$ cat config.mk
export PLATFORM = sky130hd
export DESIGN_NAME = clock_freq_meter
export DESIGN_NICKNAME = d
export VERILOG_FILES = /design/src/rtl/clk_meter_pkg.sv /design/src/rtl/sync_edge_detect.sv /design/src/rtl/clock_freq_meter.sv
export SDC_FILE = /design/constraint.sdc
export NUM_CORES = 1
export LEC_CHECK = 0
export BUFFER_PORTS_ARGS = -buffer_cell sky130_fd_sc_hd__buf_2
export CAP_MARGIN = 15
export CORE_ASPECT_RATIO = 1.2
export CORE_MARGIN = 3
export CORE_UTILIZATION = 51
export CTS_BUF_LIST = sky130_fd_sc_hd__clkbuf_4 sky130_fd_sc_hd__clkbuf_8 sky130_fd_sc_hd__clkbuf_16
export DETAILED_ROUTE_END_ITERATION = 12
export PLACE_DENSITY = 0.68
export SLEW_MARGIN = 25
export SYNTH_ARGS = -nofsm -noshare
export SYNTH_HDL_FRONTEND = slang
export SYNTH_SLANG_ARGS = --single-unit
$ cat constraint.sdc
create_clock -name clk_in -period 4.78 [get_ports clk_in]
set_input_delay 0.478 -clock clk_in [delete_from_list [all_inputs] [get_ports clk_in]]
set_output_delay 0.478 -clock clk_in [all_outputs]
set_load 0.005 [all_outputs]
$ cat src/rtl/clk_meter_pkg.sv
// Shared definitions for the clock frequency meter and its helpers.
//   meter_state_t       : measurement FSM states
//   METER_CNT_W         : default counter / measurement width
//   METER_TIMEOUT       : default cycles without a rising edge before stall
//   METER_EXP_PERIOD    : default expected period in clk_in cycles
//   METER_TOL           : default allowed period deviation (inclusive)
package clk_meter_pkg;

    localparam int METER_CNT_W      = 16;
    localparam int METER_TIMEOUT    = 65535;
    localparam int METER_EXP_PERIOD = 256;
    localparam int METER_TOL        = 2;

    typedef enum logic [1:0] {
        IDLE    = 2'd0,
        ARMED   = 2'd1,
        STALLED = 2'd2
    } meter_state_t;

endpackage

$ cat src/rtl/sync_edge_detect.sv
// Two-flop synchronizer plus rising-edge detector for a slow asynchronous input.
// Ports:
//   clk_in  : system clock
//   rst_n   : asynchronous active-low reset
//   sig_in  : asynchronous input
//   sig_s   : synchronized copy of sig_in
//   rise    : one-cycle pulse in the first cycle sig_s is seen high
module sync_edge_detect (
    input  logic clk_in,
    input  logic rst_n,
    input  logic sig_in,
    output logic sig_s,
    output logic rise
);

    logic sync_q;
    logic sig_d;

    always_ff @(posedge clk_in or negedge rst_n) begin
        if (!rst_n) begin
            sync_q <= 1'b0;
            sig_s  <= 1'b0;
            sig_d  <= 1'b0;
        end else begin
            sync_q <= sig_in;
            sig_s  <= sync_q;
            sig_d  <= sig_s;
        end
    end

    assign rise = sig_s & ~sig_d;

endmodule

$ cat src/rtl/clock_freq_meter.sv
// Measures period and high time of a slow square wave in clk_in cycles and
// flags whether the period lies within EXP_PERIOD +/- TOL.
// Ports:
//   clk_in     : system clock
//   rst_n      : asynchronous active-low reset
//   sig_in     : measured signal, asynchronous to clk_in
//   period_o   : last complete period in cycles
//   high_o     : high cycles within that period
//   meas_valid : one-cycle pulse when the measurement outputs update
//   in_range   : period_o within EXP_PERIOD +/- TOL
//   stalled    : no rising edge seen for TIMEOUT cycles
module clock_freq_meter
    import clk_meter_pkg::*;
#(
    parameter int CNT_W      = METER_CNT_W,
    parameter int EXP_PERIOD = METER_EXP_PERIOD,
    parameter int TOL        = METER_TOL,
    parameter int TIMEOUT    = METER_TIMEOUT
) (
    input  logic             clk_in,
    input  logic             rst_n,
    input  logic             sig_in,
    output logic [CNT_W-1:0] period_o,
    output logic [CNT_W-1:0] high_o,
    output logic             meas_valid,
    output logic             in_range,
    output logic             stalled
);

    localparam logic [CNT_W-1:0] CNT_MAX   = '1;
    localparam logic [CNT_W-1:0] CNT_ONE   = CNT_W'(1);
    localparam logic [CNT_W-1:0] TIMEOUT_C = CNT_W'(TIMEOUT);
    // Window bounds carry one extra bit so EXP_PERIOD + TOL cannot wrap;
    // a negative lower bound clamps to zero.
    localparam logic [CNT_W:0]   RANGE_LO  = (EXP_PERIOD > TOL) ? (CNT_W+1)'(EXP_PERIOD - TOL) : '0;
    localparam logic [CNT_W:0]   RANGE_HI  = (CNT_W+1)'(EXP_PERIOD + TOL);

    logic             sig_s;
    logic             rise;
    logic [CNT_W-1:0] pcnt;
    logic [CNT_W-1:0] hcnt;
    logic [CNT_W:0]   pcnt_ext;
    logic             pcnt_in_range;
    meter_state_t     state;

    sync_edge_detect u_sync (
        .clk_in (clk_in),
        .rst_n  (rst_n),
        .sig_in (sig_in),
        .sig_s  (sig_s),
        .rise   (rise)
    );

    assign pcnt_ext      = {1'b0, pcnt};
    assign pcnt_in_range = (pcnt_ext >= RANGE_LO) && (pcnt_ext <= RANGE_HI);

    // Both counters restart at 1 on the rise cycle, so the value held when
    // the next rise arrives equals the full period / high time.
    always_ff @(posedge clk_in or negedge rst_n) begin
        if (!rst_n) begin
            pcnt <= '0;
            hcnt <= '0;
        end else if (rise) begin
            pcnt <= CNT_ONE;
            hcnt <= CNT_ONE;
        end else begin
            if (pcnt != CNT_MAX)
                pcnt <= pcnt + CNT_ONE;
            if (sig_s && (hcnt != CNT_MAX))
                hcnt <= hcnt + CNT_ONE;
        end
    end

    // A rise in ARMED always captures, even when pcnt hits TIMEOUT that cycle.
    always_ff @(posedge clk_in or negedge rst_n) begin
        if (!rst_n) begin
            state      <= IDLE;
            period_o   <= '0;
            high_o     <= '0;
            meas_valid <= 1'b0;
            in_range   <= 1'b0;
            stalled    <= 1'b0;
        end else begin
            meas_valid <= 1'b0;
            case (state)
                IDLE: begin
                    if (rise)
                        state <= ARMED;
                end
                ARMED: begin
                    if (rise) begin
                        period_o   <= pcnt;
                        high_o     <= hcnt;
                        in_range   <= pcnt_in_range;
                        meas_valid <= 1'b1;
                    end else if (pcnt == TIMEOUT_C) begin
                        state   <= STALLED;
                        stalled <= 1'b1;
                    end
                end
                STALLED: begin
                    // The period ending here is partial, so no capture.
                    if (rise) begin
                        state   <= ARMED;
                        stalled <= 1'b0;
                    end
                end
                default: state <= IDLE;
            endcase
        end
    end

endmodule

* Word level (Yosys, flattened, before mapping)
Cells that the tools add are included.
** Word-level totals
- Bits in registers :: 72
- Latch bits :: 0
- Memory bits (writable) :: 0
- Memory bits (read-only) :: 0
- Bits of input ports :: 3
- Output and inout port bits :: 35
- Logic and storage cells :: 50
- Memories :: 0
** Cells by class
- Add/sub/neg operators :: 2
- Multipliers :: 0
- Divide/modulo/power cells :: 0
- Magnitude comparators :: 2
- Equal/unequal tests :: 9
- Shift-type cells :: 0
- Multiplexer cells :: 14
- Bitwise logic cells :: 2
- Reduce and logical (&&, ||, !) cells :: 10
** Operators by type and width (count)
- two-way mux 16 bit :: 4
- adder 16 x 1 -> 16 bit (second input constant) :: 2
- != test 16 bit (second input constant) :: 2
- equality test 16 bit (second input constant) :: 1
- greater-or-equal comparator 16 x 8 -> 1 bit (second input constant) :: 1
- <= comparator 16 x 9 -> 1 bit (second input constant) :: 1
- two-way mux 2 bit :: 3
- != test 2 bit (second input constant) :: 3
- nonzero test 2 bit :: 3
- two-way mux 1 bit :: 5
- one-hot mux 2 bit (2 select lines) :: 1
- AND reduction 4 bit :: 1
- AND reduction 3 bit :: 1
- equality test 2 x 1 -> 1 bit (second input constant) :: 1
- equality test 2 bit (second input constant) :: 1
- logical AND 1 bit :: 2
- zero test 2 bit :: 1
- != test 2 x 1 -> 1 bit (second input constant) :: 1
- one-hot mux 1 bit (2 select lines) :: 1
- AND reduction 2 bit :: 1
- OR reduction 2 bit :: 1
- AND 1 bit :: 1
- NOT 1 bit :: 1

* Depth between registers and ports, before layout
- Word-level depth :: 4
- Gate-level depth with buffers :: 5
- Gate-level depth less buffers :: 5

* Modules after synthesis
A second synthesis with hierarchy kept.
** Second synthesis, totals
- Cells, all modules :: 292
- Area total of the unflattened synthesis :: 3234.4 µm²
** Modules (own cells, without submodules)
- clock_freq_meter :: times used 1, cells each 288, area an instance 3145.5 µm², sequential area each 1726.7 µm²
- sync_edge_detect :: times used 1, cells each 4, area an instance 88.8 µm², sequential area each 75.1 µm²

* Least setup slack after synthesis
No wires, ideal clock.
- Kind :: reg2reg
- From :: register pcnt[1]
- To :: register pcnt[10]
- Data arrival time :: 1.626 ns
- Required time :: 4.660 ns
- Path slack :: 3.034 ns
- Cell stages (with the launch flop) :: 6
- Buffers on the path :: 0
- Clock period less this slack :: 1.746 ns
- Cell sequence :: dfrtp_1 > ha_1 > nand4_1 > a211oi_1 > a31oi_1 > a41o_2
** On the way
- Cells in the longest elaborated chain, start to end :: 3
- Elaborated cells on any way between the ends :: 5
- Classes of those cells :: 1 x add/sub; 1 x eq/ne; 2 x mux; 1 x reduce/logical
** Ends and longest elaborated chain
- from (decl) :: RTL line clock_freq_meter.sv:40 : logic [CNT_W-1:0] pcnt;
- from (signal assigned) :: RTL line clock_freq_meter.sv:68 : pcnt <= pcnt + CNT_ONE;
- adder 16 x 1 -> 16 bit :: RTL line clock_freq_meter.sv:68
- two-way mux 16 bit :: RTL line clock_freq_meter.sv:67 : if (pcnt != CNT_MAX)
- two-way mux 16 bit :: RTL line clock_freq_meter.sv:63 : end else if (rise) begin
Several ways; a longest one is shown, not always the timed one. The select of a mux whose other input is x is not followed.
A chain may end at the register's enable or synchronous reset.

* Worst setup path after layout
- From :: register u_sync.sig_s
- To :: register period_o[10]
** On the way
- Cells in the longest elaborated chain, start to end :: 2
** Ends and longest elaborated chain
- from (decl) :: RTL line sync_edge_detect.sv:12 : output logic sig_s,
- from (signal assigned) :: RTL line sync_edge_detect.sv:26 : sig_s <= sync_q;
- AND 1 bit :: RTL line sync_edge_detect.sv:31 : assign rise = sig_s & ~sig_d;
- AND reduction 2 bit (no source line)
- to (signal assigned) :: RTL line clock_freq_meter.sv:92 : period_o <= pcnt;
- to (decl) :: RTL line clock_freq_meter.sv:23 : output logic [CNT_W-1:0] period_o,
Every way passes these cells.

==> impl_metrics.tcl <==
set metrics [dict create \
    crit_slowest_cell "dfrtp_1" \
    grt_pass1_wl_um 11800 \
    cpPeakStageDelay_ns 0.68 \
    grt_max_degree 38 \
    synth_top_area_cell "dfrtp_1" \
    yosysSeqAreaShare_pct 53.2 \
    dieHeight_um 95.3 \
    routed-via-count 2528 \
    antenna_cells 0 \
    outcome "completed" \
    synth_seq_cells 72 \
    avgViaCountPerCell 6.11 \
    hold_slack_ns 0.198 \
    p_leak_nw 1.81 \
    path_clk_slew_ns 0.07 \
    layout_commonest_cell "dfrtp_1" \
    cp-end-kind "flop" \
    fin_tns_setup_ns 0 \
    finalSetupViolations 0 \
    netlist_instances 289 \
    cts_sinks 72 \
    htreeDepth 3 \
    worst_pin_slew_ns 0.775 \
    post-place-ws_ns 2.07 \
    clock.fmax_mhz 367 \
    drive_above_1_share_pct 31.0 \
    grt_usage_pct 20.2 \
    hold_path.class "primary input to async pin" \
    place.port_buffers 37 \
    power_density_nw_per_um2 359 \
    die-area_um2 7660 \
    cts_buffers 9 \
    syn_nets 295 \
    cp_cell_sequence "nand2b_1 > nor3b_4 > buf_4 > mux2_2" \
    io_pins 38 \
    overflow 0 \
    drtPass1Iterations 4 \
    cts_tree "yes" \
    cts_hold_buf 0 \
    min_period_ns 2.72 \
    drc 0 \
    wl_per_cell_um 16.8 \
    ys.flop_type "dfrtp_1" \
    nets 333 \
    avgSynthCellArea_um2 11.7 \
    yosys-top-cells-area "dfrtp_1, mux2_2, a21oi_1" \
    dpl.hpwl_um 4760 \
    async_reset_ff_share_pct 100 \
    finalMaxSlewViolations 0 \
    cts_resized 0 \
    initial_utilization_pct 54.2 \
    synth_edf_count 0 \
    final_cell_area_um2 3820 \
    worstPathArrival_ns 2.95 \
    layout_common_cells "dfrtp_1, buf_2, mux2_2" \
    layout_setup_ws_ns 2.06 \
    slew_headroom_pct 48.4 \
    fillCellCount 509 \
    grt_pass1_vias 2481 \
    rsz0062_at_grt "no" \
    ant_nets 0 \
    insertion_delay_ns 0.35 \
    post_dp_cell_area_um2 3610 \
    gp_congestion 0.847 \
    crit_type "flop to flop" \
    cts_buffer_depth 2 \
    design.core.area_um2 6240 \
    vdd_drop_max_mv 0.180 \
    antenna_found_initial 0 \
    finalHoldViolCount 0 \
    startpoint_type "flop" \
    drt_iter0_markers 100 \
    finalClockSkew_ns 0.00721 \
    rows 31 \
    syn_area_um2 3390 \
    cp.required_ns 5.01 \
    drv_cap 0 \
    drt-total-wl_um 6970 \
    post-cts-setup-buffers 0 \
    yosysWarnings 0 \
    die-width_um 80.4 \
    cts_root_buffer "clkbuf_8" \
    post-route-period-util_pct 57.0 \
    synth_top_area_share_pct 53.2 \
    cp_max_fo 24 \
    area_growth_pct 12.7 \
    ys_types 50 \
]
==> report_power, final <==
| part | switching (mW) | internal (mW) |
|---|---|---|
| registers | 0.0582 | 0.658 |
| clock network | 0.219 | 0.280 |
| logic | 0.0811 | 0.0740 |
| total | 0.359 | 1.01 |
==> flip-flops by register name (all words and copies together) (netlist names) <==
| signal | flops |
|---|---|
| pcnt | 16 |
| stalled | 1 |
| period_o | 16 |
| u_sync.sig_d | 1 |
| state | 2 |
| in_range | 1 |
| u_sync.sync_q | 1 |
| high_o | 16 |
| meas_valid | 1 |
| u_sync.sig_s | 1 |
| hcnt | 16 |
==> critical path, delay by kind of cell (launching register included) <==
| family | cells | cell delay, ns |
|---|---|---|
| buffers and inverters | 1 | 0.43 |
| flip-flops | 1 | 0.68 |
| multiplexers | 1 | 0.38 |
| AND/OR/NAND/NOR | 2 | 1.11 |
==> area by class of cell <==
cell class | count | area [um^2] | area share, %
Inverter | 1 | 3.75 | 0.0983
Clock inverter | 3 | 40.0 | 1.05
Clock buffer | 13 | 166 | 4.36
Timing Repair Buffer | 40 | 208 | 5.44
Sequential cell | 72 | 1800 | 47.2
Multi-Input combinational cell | 203 | 1500 | 39.2
Tap cell | 82 | 103 | 2.69
==> Yosys cell counts (2+ instances only) <==
| master | number |
|---|---|
| or3_1 | 8 |
| ha_1 | 3 |
| or3_2 | 4 |
| nand2b_1 | 6 |
| clkbuf_1 | 2 |
| o21ai_0 | 17 |
| a41oi_1 | 2 |
| or4_1 | 3 |
| and4_1 | 5 |
| nor4_4 | 2 |
| o211ai_1 | 3 |
| buf_4 | 4 |
| xor2_1 | 2 |
| mux2_2 | 31 |
| nand2_1 | 14 |
| o31ai_1 | 4 |
| nor3_1 | 8 |
| nand4_1 | 10 |
| a211oi_1 | 2 |
| nor2_1 | 8 |
| a31oi_1 | 6 |
| buf_2 | 3 |
| buf_6 | 2 |
| nand3_1 | 13 |
| o41ai_1 | 2 |
| o311ai_0 | 3 |
| and3_1 | 3 |
| clkbuf_2 | 2 |
| nor2b_1 | 2 |
| and2_1 | 2 |
| dfrtp_1 | 72 |
| a21oi_1 | 22 |
| and4_4 | 2 |
==> cells by family (layout without fill, tap and decap cells) <==
group	after synthesis	in the layout	synth area share [%]
XOR/XNOR	2	2	0.517
AO/OA/AOI/OAI	67	67	12.9
AND/OR/NAND/NOR	98	98	18.7
adder cells (fa/ha/maj)	3	3	1.11
buffers and inverters	14	57	2.62
multiplexers	33	33	10.9
flip-flops	72	72	53.2
==> final timing paths <==
kind / slack [ns] / cells past startpoint / to / from
worst max-delay path: 2.06 / 4 / period_o[10] / u_sync.sig_s
worst min-delay path: 0.20 / 1 / period_o[4] / rst_n
worst max register to register: 2.06 / 4 / period_o[10] / u_sync.sig_s
worst min register to register: 0.35 / 0 / u_sync.sig_s / u_sync.sync_q
max in group asynchronous: 3.64 / 2 / hcnt[8] / rst_n
min in group clk_in: 0.23 / 1 / u_sync.sync_q / sig_in
==> per-layer routing <==
metal	part of all wire [%]	vias to the layer above	track usage (%)
met3	3.5	18	3.40
met5	0	-	0
met4	2.6	0	11.8
met1	43	1274	23.5
met2	51	50	34.7
li1	-	1186	-
==> through the flow <==
step | utilization [%] | instances | power, mW
global route | 61.1 | 414 | 1.44
floorplan | - | 289 | 0.815
detailed placement | 57.8 | 398 | 0.886
finish | 61.1 | 414 | 1.37
global placement | 57.8 | 398 | 0.875
CTS | 61.1 | 414 | 1.38
(Power assumes the default switching activity.)
